===== src/rtl/mem_port_arbiter_if.sv =====
// Bundles the CPU fetch port, CPU data port and the unified memory port.
// The arbiter uses the slave view; the CPU/memory environment uses master.
interface mem_port_arbiter_if #(
    parameter int ADDR_WIDTH = 32,
    parameter int DATA_WIDTH = 32
);
    logic                  INSTR_MEM_READ;
    logic [ADDR_WIDTH-1:0] INSTR_MEM_ADDR;
    logic [DATA_WIDTH-1:0] INSTRUCTION;
    logic                  INSTR_MEM_BUSYWAIT;

    logic [3:0]            DATA_MEM_READ;
    logic [2:0]            DATA_MEM_WRITE;
    logic [ADDR_WIDTH-1:0] DATA_MEM_ADDR;
    logic [DATA_WIDTH-1:0] DATA_MEM_WRITE_DATA;
    logic [DATA_WIDTH-1:0] DATA_MEM_READ_DATA;
    logic                  DATA_MEM_BUSYWAIT;

    logic [3:0]            MEM_READ;
    logic [2:0]            MEM_WRITE;
    logic [ADDR_WIDTH-1:0] MEM_ADDR;
    logic [DATA_WIDTH-1:0] MEM_WRITE_DATA;
    logic [DATA_WIDTH-1:0] MEM_READ_DATA;
    logic                  MEM_BUSYWAIT;

    modport slave (
        input  INSTR_MEM_READ, INSTR_MEM_ADDR,
        input  DATA_MEM_READ, DATA_MEM_WRITE, DATA_MEM_ADDR, DATA_MEM_WRITE_DATA,
        input  MEM_READ_DATA, MEM_BUSYWAIT,
        output INSTRUCTION, INSTR_MEM_BUSYWAIT,
        output DATA_MEM_READ_DATA, DATA_MEM_BUSYWAIT,
        output MEM_READ, MEM_WRITE, MEM_ADDR, MEM_WRITE_DATA
    );

    modport master (
        output INSTR_MEM_READ, INSTR_MEM_ADDR,
        output DATA_MEM_READ, DATA_MEM_WRITE, DATA_MEM_ADDR, DATA_MEM_WRITE_DATA,
        output MEM_READ_DATA, MEM_BUSYWAIT,
        input  INSTRUCTION, INSTR_MEM_BUSYWAIT,
        input  DATA_MEM_READ_DATA, DATA_MEM_BUSYWAIT,
        input  MEM_READ, MEM_WRITE, MEM_ADDR, MEM_WRITE_DATA
    );
endinterface


===== src/rtl/mem_port_arbiter.sv =====
// Arbitrates one memory port between instruction fetch and data access.
// Data wins by default; a starvation counter forces a fetch grant after STARVE_LIMIT data grants.
module mem_port_arbiter #(
    parameter int ADDR_WIDTH   = 32,
    parameter int DATA_WIDTH   = 32,
    parameter int STARVE_LIMIT = 4
) (
    input logic              CLK,
    input logic              RESET,
    mem_port_arbiter_if.slave bus
);
    localparam int CW = $clog2(STARVE_LIMIT + 1);

    typedef enum logic [1:0] {IDLE, GNT_I, GNT_D} state_t;

    state_t                state_q, state_d;
    logic [CW-1:0]         starve_q, starve_d;
    logic [3:0]            mem_read_q, mem_read_d;
    logic [2:0]            mem_write_q, mem_write_d;
    logic [ADDR_WIDTH-1:0] mem_addr_q, mem_addr_d;
    logic [DATA_WIDTH-1:0] mem_wdata_q, mem_wdata_d;
    logic [DATA_WIDTH-1:0] instr_q, instr_d;
    logic [DATA_WIDTH-1:0] rdata_q, rdata_d;

    logic i_req, d_req, done_i, done_d, starve_ok;

    assign i_req     = bus.INSTR_MEM_READ;
    assign d_req     = bus.DATA_MEM_READ[3] | bus.DATA_MEM_WRITE[2];
    assign done_i    = (state_q == GNT_I) && !bus.MEM_BUSYWAIT;
    assign done_d    = (state_q == GNT_D) && !bus.MEM_BUSYWAIT;
    assign starve_ok = starve_q < CW'(STARVE_LIMIT);

    always_comb begin
        state_d     = state_q;
        starve_d    = starve_q;
        mem_read_d  = mem_read_q;
        mem_write_d = mem_write_q;
        mem_addr_d  = mem_addr_q;
        mem_wdata_d = mem_wdata_q;
        case (state_q)
            IDLE: begin
                if (d_req && (!i_req || starve_ok)) begin
                    state_d     = GNT_D;
                    mem_write_d = bus.DATA_MEM_WRITE;
                    // a simultaneous read is dropped in favour of the store
                    mem_read_d  = bus.DATA_MEM_WRITE[2] ? 4'b0000 : bus.DATA_MEM_READ;
                    mem_addr_d  = bus.DATA_MEM_ADDR;
                    mem_wdata_d = bus.DATA_MEM_WRITE_DATA;
                    // with a fetch pending this branch implies starve_ok, so +1 never overflows
                    starve_d    = i_req ? starve_q + CW'(1) : '0;
                end else if (i_req) begin
                    state_d     = GNT_I;
                    mem_read_d  = 4'b1010;
                    mem_write_d = 3'b000;
                    mem_addr_d  = bus.INSTR_MEM_ADDR;
                    starve_d    = '0;
                end
            end
            GNT_I, GNT_D: begin
                if (!bus.MEM_BUSYWAIT) begin
                    state_d     = IDLE;
                    mem_read_d  = 4'b0000;
                    mem_write_d = 3'b000;
                end
            end
            default: state_d = IDLE;
        endcase
    end

    assign instr_d = done_i ? bus.MEM_READ_DATA : instr_q;
    assign rdata_d = done_d ? bus.MEM_READ_DATA : rdata_q;

    always_ff @(posedge CLK or negedge RESET) begin
        if (!RESET) begin
            state_q     <= IDLE;
            starve_q    <= '0;
            mem_read_q  <= '0;
            mem_write_q <= '0;
            mem_addr_q  <= '0;
            mem_wdata_q <= '0;
            instr_q     <= '0;
            rdata_q     <= '0;
        end else begin
            state_q     <= state_d;
            starve_q    <= starve_d;
            mem_read_q  <= mem_read_d;
            mem_write_q <= mem_write_d;
            mem_addr_q  <= mem_addr_d;
            mem_wdata_q <= mem_wdata_d;
            instr_q     <= instr_d;
            rdata_q     <= rdata_d;
        end
    end

    assign bus.MEM_READ           = mem_read_q;
    assign bus.MEM_WRITE          = mem_write_q;
    assign bus.MEM_ADDR           = mem_addr_q;
    assign bus.MEM_WRITE_DATA     = mem_wdata_q;
    assign bus.INSTR_MEM_BUSYWAIT = i_req & ~done_i;
    assign bus.DATA_MEM_BUSYWAIT  = d_req & ~done_d;
    assign bus.INSTRUCTION        = done_i ? bus.MEM_READ_DATA : instr_q;
    assign bus.DATA_MEM_READ_DATA = done_d ? bus.MEM_READ_DATA : rdata_q;
endmodule


===== src/flat_wrapper.sv =====
// flat-port wrapper written by rule: the top's interface ports become plain ports
module mem_port_arbiter_flat 
#(
    parameter int ADDR_WIDTH   = 32,
    parameter int DATA_WIDTH   = 32,
    parameter int STARVE_LIMIT = 4
)
  (CLK, RESET, bus_INSTR_MEM_READ, bus_INSTR_MEM_ADDR, bus_DATA_MEM_READ, bus_DATA_MEM_WRITE, bus_DATA_MEM_ADDR, bus_DATA_MEM_WRITE_DATA, bus_MEM_READ_DATA, bus_MEM_BUSYWAIT, bus_INSTRUCTION, bus_INSTR_MEM_BUSYWAIT, bus_DATA_MEM_READ_DATA, bus_DATA_MEM_BUSYWAIT, bus_MEM_READ, bus_MEM_WRITE, bus_MEM_ADDR, bus_MEM_WRITE_DATA);
  mem_port_arbiter_if #(.ADDR_WIDTH(ADDR_WIDTH), .DATA_WIDTH(DATA_WIDTH)) bus_i ();
  input logic CLK;
  input logic RESET;
  input wire logic [$bits(bus_i.INSTR_MEM_READ)-1:0] bus_INSTR_MEM_READ;
  input wire logic [$bits(bus_i.INSTR_MEM_ADDR)-1:0] bus_INSTR_MEM_ADDR;
  input wire logic [$bits(bus_i.DATA_MEM_READ)-1:0] bus_DATA_MEM_READ;
  input wire logic [$bits(bus_i.DATA_MEM_WRITE)-1:0] bus_DATA_MEM_WRITE;
  input wire logic [$bits(bus_i.DATA_MEM_ADDR)-1:0] bus_DATA_MEM_ADDR;
  input wire logic [$bits(bus_i.DATA_MEM_WRITE_DATA)-1:0] bus_DATA_MEM_WRITE_DATA;
  input wire logic [$bits(bus_i.MEM_READ_DATA)-1:0] bus_MEM_READ_DATA;
  input wire logic [$bits(bus_i.MEM_BUSYWAIT)-1:0] bus_MEM_BUSYWAIT;
  output wire logic [$bits(bus_i.INSTRUCTION)-1:0] bus_INSTRUCTION;
  output wire logic [$bits(bus_i.INSTR_MEM_BUSYWAIT)-1:0] bus_INSTR_MEM_BUSYWAIT;
  output wire logic [$bits(bus_i.DATA_MEM_READ_DATA)-1:0] bus_DATA_MEM_READ_DATA;
  output wire logic [$bits(bus_i.DATA_MEM_BUSYWAIT)-1:0] bus_DATA_MEM_BUSYWAIT;
  output wire logic [$bits(bus_i.MEM_READ)-1:0] bus_MEM_READ;
  output wire logic [$bits(bus_i.MEM_WRITE)-1:0] bus_MEM_WRITE;
  output wire logic [$bits(bus_i.MEM_ADDR)-1:0] bus_MEM_ADDR;
  output wire logic [$bits(bus_i.MEM_WRITE_DATA)-1:0] bus_MEM_WRITE_DATA;
  assign bus_i.INSTR_MEM_READ = bus_INSTR_MEM_READ;
  assign bus_i.INSTR_MEM_ADDR = bus_INSTR_MEM_ADDR;
  assign bus_i.DATA_MEM_READ = bus_DATA_MEM_READ;
  assign bus_i.DATA_MEM_WRITE = bus_DATA_MEM_WRITE;
  assign bus_i.DATA_MEM_ADDR = bus_DATA_MEM_ADDR;
  assign bus_i.DATA_MEM_WRITE_DATA = bus_DATA_MEM_WRITE_DATA;
  assign bus_i.MEM_READ_DATA = bus_MEM_READ_DATA;
  assign bus_i.MEM_BUSYWAIT = bus_MEM_BUSYWAIT;
  assign bus_INSTRUCTION = bus_i.INSTRUCTION;
  assign bus_INSTR_MEM_BUSYWAIT = bus_i.INSTR_MEM_BUSYWAIT;
  assign bus_DATA_MEM_READ_DATA = bus_i.DATA_MEM_READ_DATA;
  assign bus_DATA_MEM_BUSYWAIT = bus_i.DATA_MEM_BUSYWAIT;
  assign bus_MEM_READ = bus_i.MEM_READ;
  assign bus_MEM_WRITE = bus_i.MEM_WRITE;
  assign bus_MEM_ADDR = bus_i.MEM_ADDR;
  assign bus_MEM_WRITE_DATA = bus_i.MEM_WRITE_DATA;
  mem_port_arbiter #(.ADDR_WIDTH(ADDR_WIDTH), .DATA_WIDTH(DATA_WIDTH), .STARVE_LIMIT(STARVE_LIMIT)) u_core (.CLK(CLK), .RESET(RESET), .bus(bus_i));
endmodule

===== config.mk =====
export PLATFORM = sky130hd
export DESIGN_NAME = mem_port_arbiter_flat
export DESIGN_NICKNAME = d
export VERILOG_FILES = /design/src/rtl/mem_port_arbiter_if.sv /design/src/rtl/mem_port_arbiter.sv /design/src/flat_wrapper.sv
export SDC_FILE = /design/constraint.sdc
export NUM_CORES = 1
export LEC_CHECK = 0
export CORE_MARGIN = 1
export CORE_UTILIZATION = 41
export DETAILED_ROUTE_END_ITERATION = 8
export PLACE_DENSITY = 0.81
export RECOVER_POWER = 25
export SLEW_MARGIN = 20
export SYNTH_ARGS = -nofsm -noshare
export SYNTH_HDL_FRONTEND = slang
export SYNTH_SLANG_ARGS = --single-unit

===== constraint.sdc =====
create_clock -name CLK -period 2.1 [get_ports CLK]
set_input_delay 0.315 -clock CLK [delete_from_list [all_inputs] [get_ports CLK]]
set_output_delay 0.315 -clock CLK [all_outputs]
set_load 0.01 [all_outputs]

# Word-level counts from Yosys, hierarchy flattened

Cells that the tools add are included.

Input port bits: 139
Word-level logic and storage cells: 52
Output and inout port bits: 137
Register bits after elaboration: 140

Reduce and logical (&&, ||, !) cells: 14
Magnitude comparators: 1
Bitwise operators: 5
Multiplexer cells: 19
Equality and inequality tests: 4
$add $sub $neg: 1

Operators by type and width:

| kind                                           | count |
|---|---|
| 2-to-1 mux 32 bit                              | 4 |
| 2-to-1 mux 4 bit                               | 4 |
| 2-to-1 mux 3 bit                               | 5 |
| case mux 4 bit (2 select lines)                | 1 |
| 2-to-1 mux 2 bit                               | 3 |
| case mux 3 bit (2 select lines)                | 1 |
| AND reduction 2 bit                            | 3 |
| case mux 2 bit (2 select lines)                | 1 |
| nonzero test 2 bit                             | 2 |
| adder 3 x 1 -> 3 bit (second input constant)   | 1 |
| logical AND 1 bit                              | 3 |
| < comparator 3 bit (second input constant)     | 1 |
| != test 3 x 2 -> 1 bit (second input constant) | 1 |
| AND reduction 3 bit                            | 1 |
| AND 1 bit                                      | 2 |
| == test 2 x 1 -> 1 bit (second input constant) | 1 |
| == test 2 bit (second input constant)          | 1 |
| zero test 1 bit                                | 2 |
| zero test 2 bit                                | 1 |
| != test 2 bit (second input constant)          | 1 |
| inverter 1 bit                                 | 2 |
| OR reduction 2 bit                             | 1 |
| logical OR 1 bit                               | 1 |
| OR 1 bit                                       | 1 |

# Logic depth before layout (Yosys ltp)

Depth in word-level cells: 5
Depth in mapped cells: 7
Gate-level depth less buffers: 5

# Worst setup path after synthesis

OpenSTA, ideal clock, no wires.

Path type: register -> output
Start: register u_core.state_q[1]
End: output bus_INSTRUCTION[0]
Cell stages (with the launch flop): 7
Data arrival time: 1.524 ns
Slack: 0.261 ns
Cell sequence: dfrtp_1 > inv_1 > ha_1 > nor2b_1 > clkbuf_1 > buf_2 > mux2_1

Longest elaborated chain between the ends: 3

Ends and longest elaborated chain:

| element                | RTL line                | RTL |
|---|---|---|
| from (decl)            | mem_port_arbiter.sv:16  | `state_t state_q, state_d;` |
| from (signal assigned) | mem_port_arbiter.sv:84  | `state_q <= state_d;` |
| == test 2 x 1 -> 1 bit | mem_port_arbiter.sv:29  | `assign done_i = (state_q == GNT_I) && !bus.MEM_BUSYWAIT;` |
| logical AND 1 bit      | mem_port_arbiter.sv:29  |  |
| 2-to-1 mux 32 bit      | mem_port_arbiter.sv:101 | `assign bus.INSTRUCTION = done_i ? bus.MEM_READ_DATA : instr_q;` |
| to (decl)              | flat_wrapper.sv:20      | `output wire logic [$bits(bus_i.INSTRUCTION)-1:0] bus_INSTRUCTION;` |

No other way between the ends.

# Final worst setup path

Start: register u_core.state_q[1]
End: output bus_INSTRUCTION[31]

The elaborated chain is that of the path after synthesis.

==> flow_summary.json <==
{
  "status": "finished, violations left",
  "failed_checks": "setup timing",
  "rows": 42,
  "fp.dieH_um": 120,
  "final.setup.tns_ns": -9.20,
  "tightest_slew_ns": 0.964,
  "n_antenna_cell": 0,
  "cap_violations": 0,
  "totalPowerFinal_mw": 16.1,
  "synth.avg_cell_area_um2": 14.1,
  "synth_edf_count": 0,
  "ys_seq_area_share_pct": 61.0,
  "drive_gt1_share_pct": 32.5,
  "cts.path.max_buffers": 2,
  "synth_largest_area_cell": "dfrtp_1",
  "power.density_nw_per_um2": 1550,
  "drtPass1Iterations": 4,
  "crit_arrival_ns": 1.99,
  "setup-violations-final": 61,
  "setup_slack_ns": -0.206,
  "min_path_type": "input port to flip-flop",
  "rsz0062_at_grt": "true",
  "groute.usage.overall_pct": 23.9,
  "peakVddDrop_v": 0.00101,
  "end_kind": "primary output",
  "ys_top_cells_by_count": "dfrtp_1 (140), mux2_1 (97), nand2_1 (38)",
  "wl_per_cell_um": 19.6,
  "finalWirelength_mm": 18.2,
  "slew_headroom_pct": 35.7,
  "ant_nets": 0,
  "fmaxAchievable_mhz": 434,
  "antenna_found_initial": 0,
  "initial_core_util_pct": 42.7,
  "async_flop_share_pct": 100,
  "worst-r2r-setup-slack_ns": 0.12,
  "synth.area.top_cells": "dfrtp_1 (61%), mux2_1 (19%), mux2i_1 (5.6%)",
  "cts.sinks": 140,
  "grt_start_max_net_pins": 65,
  "clock_latency_ns": 0.41,
  "period_needed_ns": 2.31,
  "p_leak_nw": 4.68,
  "path_clk_slew_ns": 0.06,
  "synthMostInstantiatedCell": "dfrtp_1",
  "tritoncts": "yes",
  "pre_cts_ws_ns": -0.348,
  "numCtsBuffers": 17,
  "finalHoldViolCount": 0,
  "critPathRequiredTime_ns": 1.78,
  "syn_to_final_growth_pct": 80.6,
  "cp_max_fo": 6,
  "synthDistinctLibCells": 34,
  "dieArea_um2": 14500,
  "fin_crit_sh_pct": 110,
  "num_vias": 4517,
  "slew_viol_final": 0,
  "hpwl_mm": 11.7,
  "netlist_area_um2": 5740,
  "yosys.area.top_type_share_pct": 61.0,
  "via_per_inst": 4.85,
  "final_nets": 887,
  "synthFlopType": "dfrtp_1",
  "die_x_um": 120,
  "grt_pass1_wl_mm": 26.0,
  "synth_fp_nets": 550,
  "gr-total-overflow": 0,
  "cp-start-kind": "flip-flop",
  "synthCells": 406,
  "cts_root_buf": "clkbuf_16",
  "gp_congestion": 0.752,
  "design.core.area_um2": 13500,
  "drc": 0,
  "ios": 276,
  "synth_seq_cells": 140,
  "grt_pass1_vias": 4912,
  "drt-initial-drc-count": 181,
  "portBuffers": 275,
  "critPathKind": "flip-flop to primary output",
  "htree_levels": 4,
  "ys_warn_count": 0,
  "skew_ns": 0.00975
}
==> cells by family after synthesis <==
| group | count (synthesis) | share of synthesized area, % |
|---|---|---|
| compound gates | 53 | 6.10 |
| fa+ha+maj | 5 | 1.09 |
| buf+inv | 31 | 3.07 |
| flops | 140 | 61.0 |
| mux | 129 | 24.6 |
| simple gates | 48 | 4.12 |
==> stage by stage <==
stage | hold WS, ns | instances | util (%) | area [um2]
after floorplan | 0.0194 | 406 | - | 5740
final | 0.460 | 932 | 77.1 | 10400
after CTS | 0.367 | 908 | 72.7 | 9790
after global placement | 0.234 | 856 | 66.1 | 8890
after global routing | 0.466 | 932 | 77.1 | 10400
after detailed placement | 0.237 | 856 | 66.1 | 8890
==> sequential cells by signal, summed over array words and instances (netlist names) <==
| name | cells |
|---|---|
| u_core.bus.MEM_WRITE_DATA | 32 |
| u_core.bus.MEM_ADDR | 32 |
| u_core.instr_q | 32 |
| u_core.starve_q | 3 |
| u_core.state_q | 2 |
| u_core.rdata_q | 32 |
| u_core.bus.MEM_READ | 4 |
| u_core.bus.MEM_WRITE | 3 |
==> worst max-delay path, cell delays in order, from the launching register on <==
cell	delay, ns
dfrtp_1	0.43
inv_2	0.10
ha_4	0.12
nor2b_4	0.21
buf_12	0.15
buf_8	0.13
mux2_4	0.32
buf_6	0.13
==> layer usage <==
layer	part of all wire (%)	up-vias	wire length [um]	GRT usage, %
li1	-	2095	-	-
met3	7.4	21	1360	9.06
met2	55	185	10000	43.7
met4	1.7	0	306	8.02
met5	0	-	0	0
met1	36	2216	6570	25.1
==> cell usage in the layout, fill, tap and decap left out, types with 3 or more instances in the layout <==
| master | count |
|---|---|
| a22o_1 | 3 |
| mux2i_1 | 32 |
| clkinvlp_4 | 3 |
| o21ai_1 | 32 |
| buf_6 | 80 |
| clkdlybuf4s50_1 | 208 |
| buf_8 | 4 |
| inv_1 | 3 |
| dfrtp_1 | 140 |
| clkbuf_8 | 5 |
| nand2_1 | 38 |
| ha_4 | 3 |
| clkbuf_16 | 20 |
| mux2_4 | 65 |
| buf_4 | 32 |
| o2bb2ai_1 | 3 |
| buf_12 | 12 |
| mux2_1 | 32 |
==> power breakdown <==
| group | internal (mW) | switching [mW] |
|---|---|---|
| Combinational | 5.01 | 3.32 |
| Clock | 1.91 | 1.15 |
| Sequential | 4.04 | 0.637 |
| Total | 11.0 | 5.11 |
==> worst paths after layout <==
| kind | startpoint | to | depth (start not counted) |
|---|---|---|---|
| max in group asynchronous | RESET | u_core.bus.MEM_ADDR[5] | 3 |
| min in group asynchronous | RESET | u_core.rdata_q[15] | 2 |
| max reg2reg | u_core.state_q[1] | u_core.bus.MEM_READ[3] | 8 |
| min | bus_DATA_MEM_READ[0] | u_core.bus.MEM_READ[0] | 3 |
| min reg2reg | u_core.bus.MEM_ADDR[31] | u_core.bus.MEM_ADDR[31] | 2 |
| max | u_core.state_q[1] | bus_INSTRUCTION[31] | 7 |
==> what timing repair did <==
item	4_1_cts	5_1_grt
pin swaps	0	2
resized for setup	338	126
gates cloned	2	3
hold buffers	1	0
buffers inserted	17	27
setup endpoints to repair	66	93
hold endpoints to repair	33	0
==> cell type report <==
type                    count  area (um2)
repair buffers            344        3640
flip-flops and latches    140        3500
fillers                   814        3080
multi-input cells         235        2380
clock buffers              23         498
well taps                 176         220
clock inverters             9         110
inverters                   5        18.8
No activity file was read; power rests on OpenSTA's default activity.
